### src/rtl/decoder_scan_nto2n.sv
// Registered N-to-2^N one-hot decoder with DIRECT select and autonomous SCAN sweep (dwell_in+1 cycles per index).
// Latency: one cycle from sel_in/mode_in/en_in sampling to out; async active-low reset clears outputs immediately.
// Backpressure: none, outputs update every cycle; `define DECODER_SCAN_DIR_EN adds dir_in for down-scanning.
module decoder_scan_nto2n #(
    parameter int SEL_W   = 4,
    parameter int DWELL_W = 8,
    localparam int OUT_W  = 2**SEL_W
) (
    input  logic               clk_in,
    input  logic               rst_n_in,
    input  logic               en_in,
    input  logic               mode_in,
    input  logic [SEL_W-1:0]   sel_in,
    input  logic [DWELL_W-1:0] dwell_in,
`ifdef DECODER_SCAN_DIR_EN
    input  logic               dir_in,
`endif
    output logic [OUT_W-1:0]   out,
    output logic               out_valid,
    output logic [SEL_W-1:0]   cur_sel,
    output logic               wrap
);

    localparam logic [1:0] ST_IDLE   = 2'd0;
    localparam logic [1:0] ST_DIRECT = 2'd1;
    localparam logic [1:0] ST_SCAN   = 2'd2;

    localparam logic [SEL_W-1:0]   IDX_ONE   = {{(SEL_W-1){1'b0}}, 1'b1};
    localparam logic [SEL_W-1:0]   IDX_MAX   = {SEL_W{1'b1}};
    localparam logic [DWELL_W-1:0] DWELL_ONE = {{(DWELL_W-1){1'b0}}, 1'b1};
    localparam logic [OUT_W-1:0]   OUT_ONE   = {{(OUT_W-1){1'b0}}, 1'b1};

    logic [1:0]         state;
    logic [SEL_W-1:0]   scan_idx;
    logic [DWELL_W-1:0] dwell_cnt;

    logic [SEL_W-1:0]   start_idx;
    logic [SEL_W-1:0]   next_idx;
    logic               next_wrap;

    // Direction is only looked at when the index actually moves or the scan starts.
    always_comb begin
        start_idx = '0;
        next_idx  = scan_idx + IDX_ONE;
        next_wrap = (scan_idx == IDX_MAX);
`ifdef DECODER_SCAN_DIR_EN
        if (dir_in) begin
            start_idx = IDX_MAX;
            next_idx  = scan_idx - IDX_ONE;
            next_wrap = (scan_idx == '0);
        end
`endif
    end

    always_ff @(posedge clk_in or negedge rst_n_in) begin
        if (!rst_n_in) begin
            state     <= ST_IDLE;
            scan_idx  <= '0;
            dwell_cnt <= '0;
            out       <= '0;
            out_valid <= 1'b0;
            cur_sel   <= '0;
            wrap      <= 1'b0;
        end else if (!en_in) begin
            // Disable wins over any pending mode change or dwell expiry; cur_sel keeps its last value.
            state     <= ST_IDLE;
            out       <= '0;
            out_valid <= 1'b0;
            wrap      <= 1'b0;
        end else if (!mode_in) begin
            state     <= ST_DIRECT;
            out       <= OUT_ONE << sel_in;
            out_valid <= 1'b1;
            cur_sel   <= sel_in;
            wrap      <= 1'b0;
        end else if (state != ST_SCAN) begin
            state     <= ST_SCAN;
            scan_idx  <= start_idx;
            dwell_cnt <= dwell_in;
            out       <= OUT_ONE << start_idx;
            out_valid <= 1'b1;
            cur_sel   <= start_idx;
            wrap      <= 1'b0;
        end else if (dwell_cnt == '0) begin
            scan_idx  <= next_idx;
            dwell_cnt <= dwell_in;
            out       <= OUT_ONE << next_idx;
            out_valid <= 1'b1;
            cur_sel   <= next_idx;
            wrap      <= next_wrap;
        end else begin
            dwell_cnt <= dwell_cnt - DWELL_ONE;
            wrap      <= 1'b0;
        end
    end

endmodule

### config.mk
export PLATFORM = sky130hd
export DESIGN_NAME = decoder_scan_nto2n
export DESIGN_NICKNAME = d
export VERILOG_FILES = /design/src/rtl/decoder_scan_nto2n.sv
export SDC_FILE = /design/constraint.sdc
export NUM_CORES = 1
export LEC_CHECK = 0
export ABC_AREA = 0
export CAP_MARGIN = 20
export CORE_MARGIN = 5
export CORE_UTILIZATION = 46
export DETAILED_ROUTE_END_ITERATION = 7
export PLACE_DENSITY = 0.76
export SYNTH_ARGS = -nofsm -noshare
export SYNTH_HDL_FRONTEND = slang
export SYNTH_SLANG_ARGS = --single-unit
### constraint.sdc
create_clock -name clk_in -period 1.6 [get_ports clk_in]
set_input_delay 0.24 -clock clk_in [delete_from_list [all_inputs] [get_ports clk_in]]
set_output_delay 0.24 -clock clk_in [all_outputs]
set_load 0.01 [all_outputs]
== Word-level counts from Yosys, hierarchy flattened ==
Cells that the tools add are included.
W data, S select, Z words.

* Muxes and demuxes: 20
* Shifts and indexed selects: 2
* Reduce and logical (&&, ||, !) cells: 5
* Equal/unequal tests: 5
* $add $sub $neg: 2

{| class="wikitable"
|+ Operator list
! kind !! count
|-
| $mux W16 || 4
|-
| $shl A1 B4 Y16 const A || 2
|-
| $mux W8 || 2
|-
| $mux W4 || 3
|-
| $logic_not A8 Y1 || 1
|-
| $mux W1 || 8
|-
| $sub A8 B1 Y8 const B || 1
|-
| $mux W2 || 3
|-
| $add A4 B1 Y4 const B || 1
|-
| $eq A4 B4 Y1 const B || 1
|-
| $ne A4 B2 Y1 const B || 1
|-
| $reduce_and A2 Y1 || 2
|-
| $ne A3 B1 Y1 const B || 1
|-
| $ne A3 B2 Y1 const B || 1
|-
| $reduce_and A3 Y1 || 1
|-
| $ne A2 B2 Y1 const B || 1
|-
| $reduce_bool A2 Y1 || 1
|}

* Word-level logic and storage cells: 41
* Flip-flop bits (word level): 36
* Input port bits: 16

== Longest topological paths before layout ==
Gate-level depths: netlist (run 1).

* Depth after elaboration: 6
* Gate-level depth with buffers: 7
* Depth with buffers taken out: 6

== Worst setup path before layout (run 1) ==
No wires, ideal clock.

* Path kind: reg-to-reg
* From: register dwell_cnt[0]
* To: register scan_idx[3]
* Path buffers: 0
* Library setup time: 0.121 ns
* Arrival time: 1.619 ns
* Stages on the path, launching flop included: 7
* Period minus slack after synthesis: 1.740 ns
* Setup slack: -0.140 ns
* Data required time: 1.479 ns
* Cell sequence: dfrtp_1 -> inv_1 -> ha_1 -> or4b_4 -> nor3_2 -> o21ai_1 -> a22o_1

* Word-level cells in the longest chain between the ends: 3

{| class="wikitable"
|+ Ends and longest elaborated chain
! element !! line !! source
|-
| from (decl) || 35 || <nowiki>logic [DWELL_W-1:0] dwell_cnt;</nowiki>
|-
| from (signal assigned) || 79 || <nowiki>dwell_cnt <= dwell_in;</nowiki>
|-
| from (signal assigned) || 86 || <nowiki>dwell_cnt <= dwell_in;</nowiki>
|-
| from (signal assigned) || 92 || <nowiki>dwell_cnt <= dwell_cnt - DWELL_ONE;</nowiki>
|-
| $logic_not A8 Y1 || 84 || <nowiki>end else if (dwell_cnt == '0) begin</nowiki>
|-
| $reduce_bool A2 Y1 (no line) || -- ||
|-
| $reduce_and A3 Y1 (no line) || -- ||
|-
| to (signal assigned) || 78 || <nowiki>scan_idx <= start_idx;</nowiki>
|-
| to (signal assigned) || 85 || <nowiki>scan_idx <= next_idx;</nowiki>
|-
| to (decl) || 34 || <nowiki>logic [SEL_W-1:0] scan_idx;</nowiki>
|}

Every way passes these cells.
A chain may end at the register's enable or synchronous reset.

== Worst setup path after layout (run 1) ==
* From: register dwell_cnt[1]
* To: register wrap

* Word-level cells in the longest chain between the ends: 5

{| class="wikitable"
|+ Ends and longest elaborated chain
! element !! line !! source
|-
| $logic_not A8 Y1 || 84 ||
|-
| $mux W1 || 84 ||
|-
| $mux W1 || 76 || <nowiki>end else if (state != ST_SCAN) begin</nowiki>
|-
| $mux W1 || 70 || <nowiki>end else if (!mode_in) begin</nowiki>
|-
| $mux W1 || 64 || <nowiki>end else if (!en_in) begin</nowiki>
|-
| to (signal assigned) || 90 || <nowiki>wrap <= next_wrap;</nowiki>
|-
| to (decl) || 21 || <nowiki>output logic wrap</nowiki>
|}

Every way passes these cells.

==> results of run 1 <==
==> cell usage after synthesis (3+ instances only) <==
cell      number  area, µm²
nor3_1         3       15.0
o21ai_1       22        110
a21oi_1        4       20.0
nand2b_1       5       31.3
a31oi_1        3       18.8
a221o_1        3       30.0
nor2b_1        6       37.5
nand3_1        4       20.0
inv_1          8       30.0
a32oi_1        4       35.0
nand2_1       17       63.8
dfrtp_1       36        901
ha_1           8        100
a22oi_1       11       82.6
nor2_1        10       37.5
buf_2          3       15.0
==> sequential cells by signal, summed over array words and instances, names as in the netlist <==
name,flops
out,16
dwell_cnt,8
cur_sel,4
scan_idx,4
state,2
out_valid,1
wrap,1
==> layer usage <==
| metal | global-route usage | part of all wire |
|---|---|---|
| met1 | 0.253 | 0.40 |
| met2 | 0.387 | 0.52 |
| met3 | 0.0383 | 0.062 |
| met4 | 0.0621 | 0.020 |
| met5 | 0 | 0 |
==> worst max path at each step <==
stage / from / end / slack, ns / cells after the start
after floorplan: dwell_cnt[0]$_DFFE_PN0P_ / scan_idx[0]$_DFFE_PN0P_ / -0.12 / 6
after global placement: mode_in / out[0]$_DFFE_PN0P_ / -0.23 / 5
after detailed placement: mode_in / out[0]$_DFFE_PN0P_ / -0.23 / 5
after CTS: dwell_cnt[0]$_DFFE_PN0P_ / out[7]$_DFFE_PN0P_ / -0.14 / 6
after global routing: dwell_cnt[1]$_DFFE_PN0P_ / out[1]$_DFFE_PN0P_ / -0.23 / 7
final: dwell_cnt[1]$_DFFE_PN0P_ / wrap$_DFF_PN0_ / -0.18 / 7
==> area by class of cell <==
class | instances | area (µm²) | area share
Clock inverter | 3 | 18.8 | 0.00614
Inverter | 9 | 33.8 | 0.0111
Tap cell | 50 | 62.6 | 0.0205
Timing Repair Buffer | 82 | 743 | 0.243
Multi-Input combinational cell | 147 | 1230 | 0.402
Clock buffer | 5 | 68.8 | 0.0225
Sequential cell | 36 | 901 | 0.295
==> metrics by stage <==
| stage | util | setup WS (ns) |
|---|---|---|
| 6_report | 0.748 | -0.181 |
| 5_1_grt | 0.748 | -0.229 |
| 4_1_cts | 0.725 | -0.141 |
| 3_5_place_dp | 0.655 | -0.235 |
| 3_3_place_gp | 0.655 | -0.227 |
| 2_1_floorplan | - | -0.122 |
==> worst reg2reg max path, delay by kind of cell (launching register included) <==
kind,cells,cell delay (ns)
DFF,1,0.39
adders and majority gates,1,0.13
buffers and inverters,3,0.33
and+or+nand+nor,3,0.87
==> power by group <==
part,switching [mW],internal (mW)
clock,0.349,0.303
combinational,0.343,0.371
sequential,0.0464,0.971
total,0.739,1.65
==> cells by family after synthesis <==
family / count (synthesis) / synth area share
flip-flops: 36 / 0.456
AND/OR/NAND/NOR: 67 / 0.211
XOR/XNOR: 2 / 0.00887
buffers and inverters: 13 / 0.0266
AO/OA/AOI/OAI: 65 / 0.225
multiplexers: 4 / 0.0215
adder cells (fa/ha/maj): 8 / 0.0507
==> what timing repair did <==
action	in CTS	in global routing
hold endpoints to repair	0	0
hold buffers	0	0
buffers inserted	7	3
pin swaps	19	14
setup endpoints to repair	33	33
gates cloned	1	0
gates resized for setup	28	17
==> reports/results.txt, run 1 <==
Synthesized Nets: 219
Filler cells: 292
most frequent cells in the layout: buf_4, clkdlybuf4s50_1, dfrtp_1
io pins: 38
setup violators final: 29
IO Port Bufs: 37
Crit path largest cell delay: 0.52 ns
htree depth: 2
worst hold path type: in2async
post-synth cell types: 53
number of flops mapped to enable cells by yosys: 0
number of diodes: 0
critical path class: reg2reg
drt first pass iters: 4
drt drc: 0
clock-pin slew on the worst setup and hold paths: 0.08 ns
worst clock skew: 0.00943 ns
sequence of cells on the critical path: inv_2 -> ha_4 -> or4b_4 -> nor3_4 -> buf_6 -> buf_4 -> and4_1
core area: 4090 µm²
Power, Total: 2.38 mW
global placer's final weighted congestion: 0.864
RSZ-0062 raised after global routing: true
worst path bufs/invs: 3
HPWL after DPL: 3780 µm
Die H: 75.5 µm
total grt overflow: 0
vias per cell: 5.73
drt total wl: 5600 µm
P&R area growth vs syn: 54.8%
asr flop ratio synth: 1.00
Routed WL per cell: 16.9 µm
FF+latch count, synth: 36
Synth Area per Inst: 10.1 µm²
worst-margin pin slew: 0.471 ns
Worst R2R Path Depth: 7
layout cells sized above 1: 0.351
initial DRC count: 72
clk sinks: 36
Finished Layout Cells: 332
Setup crit start kind: register
reg2reg end: wrap$_DFF_PN0_
arrival time of the worst setup path: 2.01 ns
Cell Area, Synth: 1970 µm²
pwr dens: 780 nW/µm²
clk root buf: clkbuf_8
violated checks: negative setup slack
peak supply drop: 0.000549 V
Max clock buf depth: 2
CTS buffer count: 5
final worst path period need: 1.78 ns
initial antenna violation count: 0
global-route wire length before repair: 9200 µm
die area: 5700 µm²
Placed Area: 2680 µm²
vias post-DR: 1904
clk_lat worst skew: 0.30 ns
Ys Warns: 0
Nets: 305
Final Hold Vio Count: 0
CP endpoint kind: register
vias in the first global route: 1905
Max-Slew Margin vs Limit: 0.686
commonest non-fill, non-tap cell in the layout: buf_4
Syn Inst Count: 195
smallest hold slack: 0.371 ns
chip width: 75.5 µm
post-route ant nets: 0
Worst path slowest cell: or4b_4
final clock period utilization by the worst path: 1.11
Worst R2R Setup Slack: -0.18 ns
initial core utilization: 0.483
Seq/Total Area, Yosys: 0.456
final-report max-slew violation count: 0
setup TNS: -3.26 ns
delay-heaviest family, CP: simple AND/OR/NAND/NOR gates
Top FF cell, synth: dfrtp_1
Design Area, Final: 3060 µm²
TritonCTS clock tree: built
leakage power: 1.34 nW
status: finished with violations
Fmax: 561 MHz
placed insts: 314
worst-path maximum fanout: 5
Crit Reg-Reg Startpoint: dwell_cnt[1]$_DFFE_PN0P_
GRT Util Overall: 0.212
row count: 23
setup ws final: -0.181 ns
largest net degree at the start of global routing: 37
Max Cap Viol: 0
CP Data Required Time: 1.83 ns
(Power assumes the default switching activity.)
==> run 2, diff against run 1 <==
Settings changed: CELL_PAD_IN_SITES_DETAIL_PLACEMENT from default to 0, CELL_PAD_IN_SITES_GLOBAL_PLACEMENT from default to 1, CORE_UTILIZATION 46 to 36, PLACE_DENSITY 0.76 to 0.77.
==> run 2 against run 1 <==
Compared with the run above: the run ends with negative hold slack, negative setup slack left; global-route usage decreased by 5.0 points; clock skew about the same; highest routed layer unchanged; wire length is 3.4% higher; sequential share of layout area fell by 0.47 points; sequential power hardly changed; cell count increased by 6.9%; setup slack lost 0.043 ns.
==> reports/results.txt, run 2 (synthesized netlist as in run 1, its figures left out) <==
status: finished with violations
violated checks: negative hold slack, negative setup slack
pwr dens: 812 nW/µm²
RSZ-0062 raised after global routing: true
vias per cell: 5.32
commonest non-fill, non-tap cell in the layout: buf_4
CP Data Required Time: 1.78 ns
number of diodes: 0
drt first pass iters: 4
initial core utilization: 0.365
peak supply drop: 0.000436 V
HPWL after DPL: 4100 µm
total grt overflow: 0
initial DRC count: 61
GRT Util Overall: 0.162
post-route ant nets: 0
setup TNS: -3.81 ns
Die H: 84.1 µm
final clock period utilization by the worst path: 1.14
drt total wl: 5790 µm
gr busiest metal: met2
Max-Slew Margin vs Limit: 0.679
Power, Total: 2.52 mW
vias in the first global route: 1920
Post-Route Utilization: 0.575
global placer's final weighted congestion: 0.808
clock-pin slew on the worst setup and hold paths: 0.07 ns
layout cells sized above 1: 0.346
Final Hold Vio Count: 34
vias post-DR: 1888
io pins: 38
leakage power: 1.34 nW
die area: 7070 µm²
Filler cells: 473
number of flip-flops under the largest register name: 16
clk_lat worst skew: 0.29 ns
IO Port Bufs: 37
TritonCTS clock tree: built
CTS buffer count: 5
Max clock buf depth: 2
clk root buf: clkbuf_8
Max Cap Viol: 0
hold buffer count at cts: 0
Routed WL per cell: 16.3 µm
arrival time of the worst setup path: 2.00 ns
pre-CTS worst setup slack: -0.292 ns
Setup crit start kind: register
row count: 27
Fmax: 548 MHz
final worst path period need: 1.82 ns
initial antenna violation count: 0
clk sinks: 36
met2 global-route usage: 0.255
worst clock skew: 0.00938 ns
CP endpoint kind: register
most frequent cells in the layout: buf_4, dfrtp_1, clkdlybuf4s50_1
worst-margin pin slew: 0.480 ns
met1 Use GR: 0.221
Top Registers: out (16), dwell_cnt (8)
Nets: 306
setup ws final: -0.224 ns
setup violators final: 29
smallest hold slack: -0.0194 ns
final-report max-slew violation count: 0
largest register by flop count: out
placed insts: 342
critical path class: reg2reg
P&R area growth vs syn: 57.4%
chip width: 84.1 µm
global-route wire length before repair: 9290 µm
worst hold path type: in2async
htree depth: 2
Finished Layout Cells: 355
worst-path maximum fanout: 3
largest net degree at the start of global routing: 37
M3 GR Usage: 0.0326
core area: 5410 µm²
drt drc: 0
run 2: path summary, 6_finish.rpt:
kind | start | end | slack [ns] | cells past startpoint
min in group clk_in | cur_sel[3]$_DFFE_PN0P_ | cur_sel[3]$_DFFE_PN0P_ | 0.51 | 2
worst min register to register | cur_sel[3]$_DFFE_PN0P_ | cur_sel[3]$_DFFE_PN0P_ | 0.51 | 2
worst min-delay path | rst_n_in | dwell_cnt[6]$_DFFE_PN0P_ | -0.02 | 2
max in group asynchronous | rst_n_in | cur_sel[0]$_DFFE_PN0P_ | 1.29 | 2
worst max register to register | dwell_cnt[1]$_DFFE_PN0P_ | dwell_cnt[6]$_DFFE_PN0P_ | -0.22 | 8
worst max-delay path | dwell_cnt[1]$_DFFE_PN0P_ | dwell_cnt[6]$_DFFE_PN0P_ | -0.22 | 8
run 2: layer usage:
metal,vias up,wire length (µm)
li1,910,-
met4,0,70
met2,42,2850
met3,5,237
met1,931,2630
met5,-,0
run 2: per-stage QoR:
stage	area, µm²	hold slack [ns]
final	3110	-0.0194
after global routing	3110	0.0449
after CTS	2940	0.000493
after detailed placement	2760	0.314
after global placement	2760	0.313
after floorplan	1990	-0.0556
run 2: cell type report:
class,instances,area (µm²),area share
well taps,72,90.1,0.0290
multi-input cells,147,1210,0.390
clock inverters,2,35.0,0.0113
repair buffers,83,763,0.246
flip-flops and latches,36,901,0.290
clock buffers,6,72.6,0.0234
inverters,9,33.8,0.0109
run 2: repair_timing:
item | in CTS | in global routing
gates cloned | 1 | 0
buffers inserted | 3 | 4
gates resized for setup | 8 | 32
pin swaps | 10 | 15
setup endpoints to repair | 33 | 34
run 2: where the power goes:
group | internal (mW) | switching (mW) | total [mW]
clock | 0.463 | 0.336 | 0.798
combinational | 0.359 | 0.350 | 0.709
sequential | 0.971 | 0.0430 | 1.01
run 2: worst max-delay path, cell delays in order, from the launching register on:
cell     delay, ns
dfrtp_1       0.40
inv_2         0.08
ha_4          0.13
or4b_4        0.50
buf_6         0.16
buf_4         0.13
nand3_4       0.06
nor3b_2       0.05
a211o_1       0.21
==> run 3, diff against run 2 <==
Settings changed: PLACE_DENSITY 0.77 to 0.84, SKIP_LAST_GASP from default to 1.
==> run 3 against run 2 <==
Compared with the run above: the flow finishes with violations (negative setup slack); critical path depth is 1 lower; global-route usage grew 1.3 points; combinational power increased by 7.9%; register-to-register slack hardly changed; critical endpoint is now scan_idx[3]$_DFFE_PN0P_.
==> reports/results.txt, run 3 (synthesized netlist as in run 1, its figures left out) <==
HPWL after DPL: 4100 µm
Nets: 309
critical path class: reg2reg
chip width: 84.1 µm
Setup crit start kind: register
TritonCTS clock tree: built
Final Hold Vio Count: 0
met2 global-route usage: 0.306
CP endpoint kind: register
clock-pin slew on the worst setup and hold paths: 0.08 ns
arrival time of the worst setup path: 1.99 ns
final clock period utilization by the worst path: 1.14
largest register by flop count: out
htree depth: 2
Filler cells: 457
clk root buf: clkbuf_8
clk_lat worst skew: 0.29 ns
Power, Total: 2.58 mW
initial antenna violation count: 0
placed insts: 341
worst hold path type: in2async
FF/Latch Area: 901 µm²
Worst R2R Path Depth: 7
Post-Route Utilization: 0.599
worst clock skew: 0.00591 ns
vias in the first global route: 2026
io pins: 38
M3 GR Usage: 0.0296
total grt overflow: 0
Die H: 84.1 µm
post-route ant nets: 0
initial DRC count: 164
vias post-DR: 1939
setup violators final: 30
violated checks: negative setup slack
CP Data Required Time: 1.78 ns
worst-margin pin slew: 0.486 ns
die area: 7070 µm²
CTS buffer count: 5
pwr dens: 798 nW/µm²
drt total wl: 6060 µm
smallest hold slack: 0.332 ns
GRT Util Overall: 0.175
final-report max-slew violation count: 0
Multi-input gate area: 1270 µm²
largest net degree at the start of global routing: 37
number of flip-flops under the largest register name: 16
drt first pass iters: 4
initial core utilization: 0.365
Fmax: 550 MHz
row count: 27
met1 Use GR: 0.216
global placer's final weighted congestion: 0.796
Design Area, Final: 3240 µm²
critical path depth in cells: 7
worst path bufs/invs: 2
IO Port Bufs: 37
status: finished with violations
Placed Area: 2770 µm²
commonest non-fill, non-tap cell in the layout: clkdlybuf4s50_1
clk sinks: 36
Max-Slew Margin vs Limit: 0.676
Max Cap Viol: 0
leakage power: 1.40 nW
setup ws final: -0.217 ns
number of diodes: 0
Routed WL per cell: 16.9 µm
Finished Layout Cells: 358
Max clock buf depth: 2
Worst path slowest cell: or4b_4
Crit path largest cell delay: 0.50 ns
delay-heaviest family, CP: simple AND/OR/NAND/NOR gates
most frequent cells in the layout: clkdlybuf4s50_1, dfrtp_1, buf_4
final worst path period need: 1.82 ns
core area: 5410 µm²
worst-path maximum fanout: 3
Top Registers: out (16), dwell_cnt (8)
layout cells sized above 1: 0.378
global-route wire length before repair: 10000 µm
gr busiest metal: met2
drt drc: 0
vias per cell: 5.42
P&R area growth vs syn: 63.9%
hold buffer count at cts: 0
sequence of cells on the critical path: inv_2 -> ha_4 -> or4b_4 -> buf_4 -> nor3_4 -> o21ai_1 -> a22o_1
RSZ-0062 raised after global routing: true
peak supply drop: 0.000377 V
run 3: cell types whose count changed in the layout (fill, tap and decap cells not counted), sizes merged:
cell / change
buf: +2
clkbuf: -1
clkdlybuf4s50: +1
clkinvlp: +1
run 3: area by class of cell:
type	instances	share of cell area
repair buffers	86	0.255
flip-flops and latches	36	0.278
multi-input cells	147	0.394
clock inverters	3	0.0131
inverters	9	0.0104
well taps	72	0.0278
clock buffers	5	0.0213
run 3: stage by stage:
| step | setup TNS (ns) | setup slack (ns) |
|---|---|---|
| 2_1_floorplan | -1.50 | -0.122 |
| 3_3_place_gp | -4.43 | -0.254 |
| 3_5_place_dp | -5.23 | -0.289 |
| 4_1_cts | -4.92 | -0.208 |
| 5_1_grt | -6.88 | -0.299 |
| 6_report | -4.15 | -0.217 |
run 3: worst paths after layout:
path / from / endpoint / slack (ns)
max reg2reg: dwell_cnt[0]$_DFFE_PN0P_ / scan_idx[3]$_DFFE_PN0P_ / -0.22
min in group clk_in: out[0]$_DFFE_PN0P_ / out[0]$_DFFE_PN0P_ / 0.49
min reg2reg: out[0]$_DFFE_PN0P_ / out[0]$_DFFE_PN0P_ / 0.49
min: rst_n_in / out[11]$_DFFE_PN0P_ / 0.33
max in group asynchronous: rst_n_in / dwell_cnt[5]$_DFFE_PN0P_ / 1.08
max: dwell_cnt[0]$_DFFE_PN0P_ / scan_idx[3]$_DFFE_PN0P_ / -0.22
run 3: power breakdown:
part           internal [mW]  total, mW  switching, mW
Clock                  0.461      0.807          0.346
Combinational          0.390      0.765          0.375
Sequential             0.971       1.01         0.0402
run 3: metal layers:
| metal | share of wire | wire length [µm] | up-vias |
|---|---|---|---|
| li1 | - | - | 924 |
| met1 | 0.44 | 2660 | 957 |
| met2 | 0.50 | 3050 | 47 |
| met3 | 0.044 | 265 | 11 |
| met4 | 0.013 | 80 | 0 |
| met5 | 0 | 0 | - |
run 3: what timing repair did:
item / 4_1_cts / 5_1_grt
pin swaps: 13 / 17
gates resized for setup: 30 / 32
setup buffers: 8 / 4
setup endpoints to repair: 33 / 34
cloned: 1 / 0
run 3: worst reg2reg max path, stage by stage (launching register included):
cell and delay (ns):
dfrtp_1 0.40, inv_2 0.08, ha_4 0.13, or4b_4 0.50, buf_4 0.17, nor3_4 0.11, o21ai_1 0.08, a22o_1 0.23
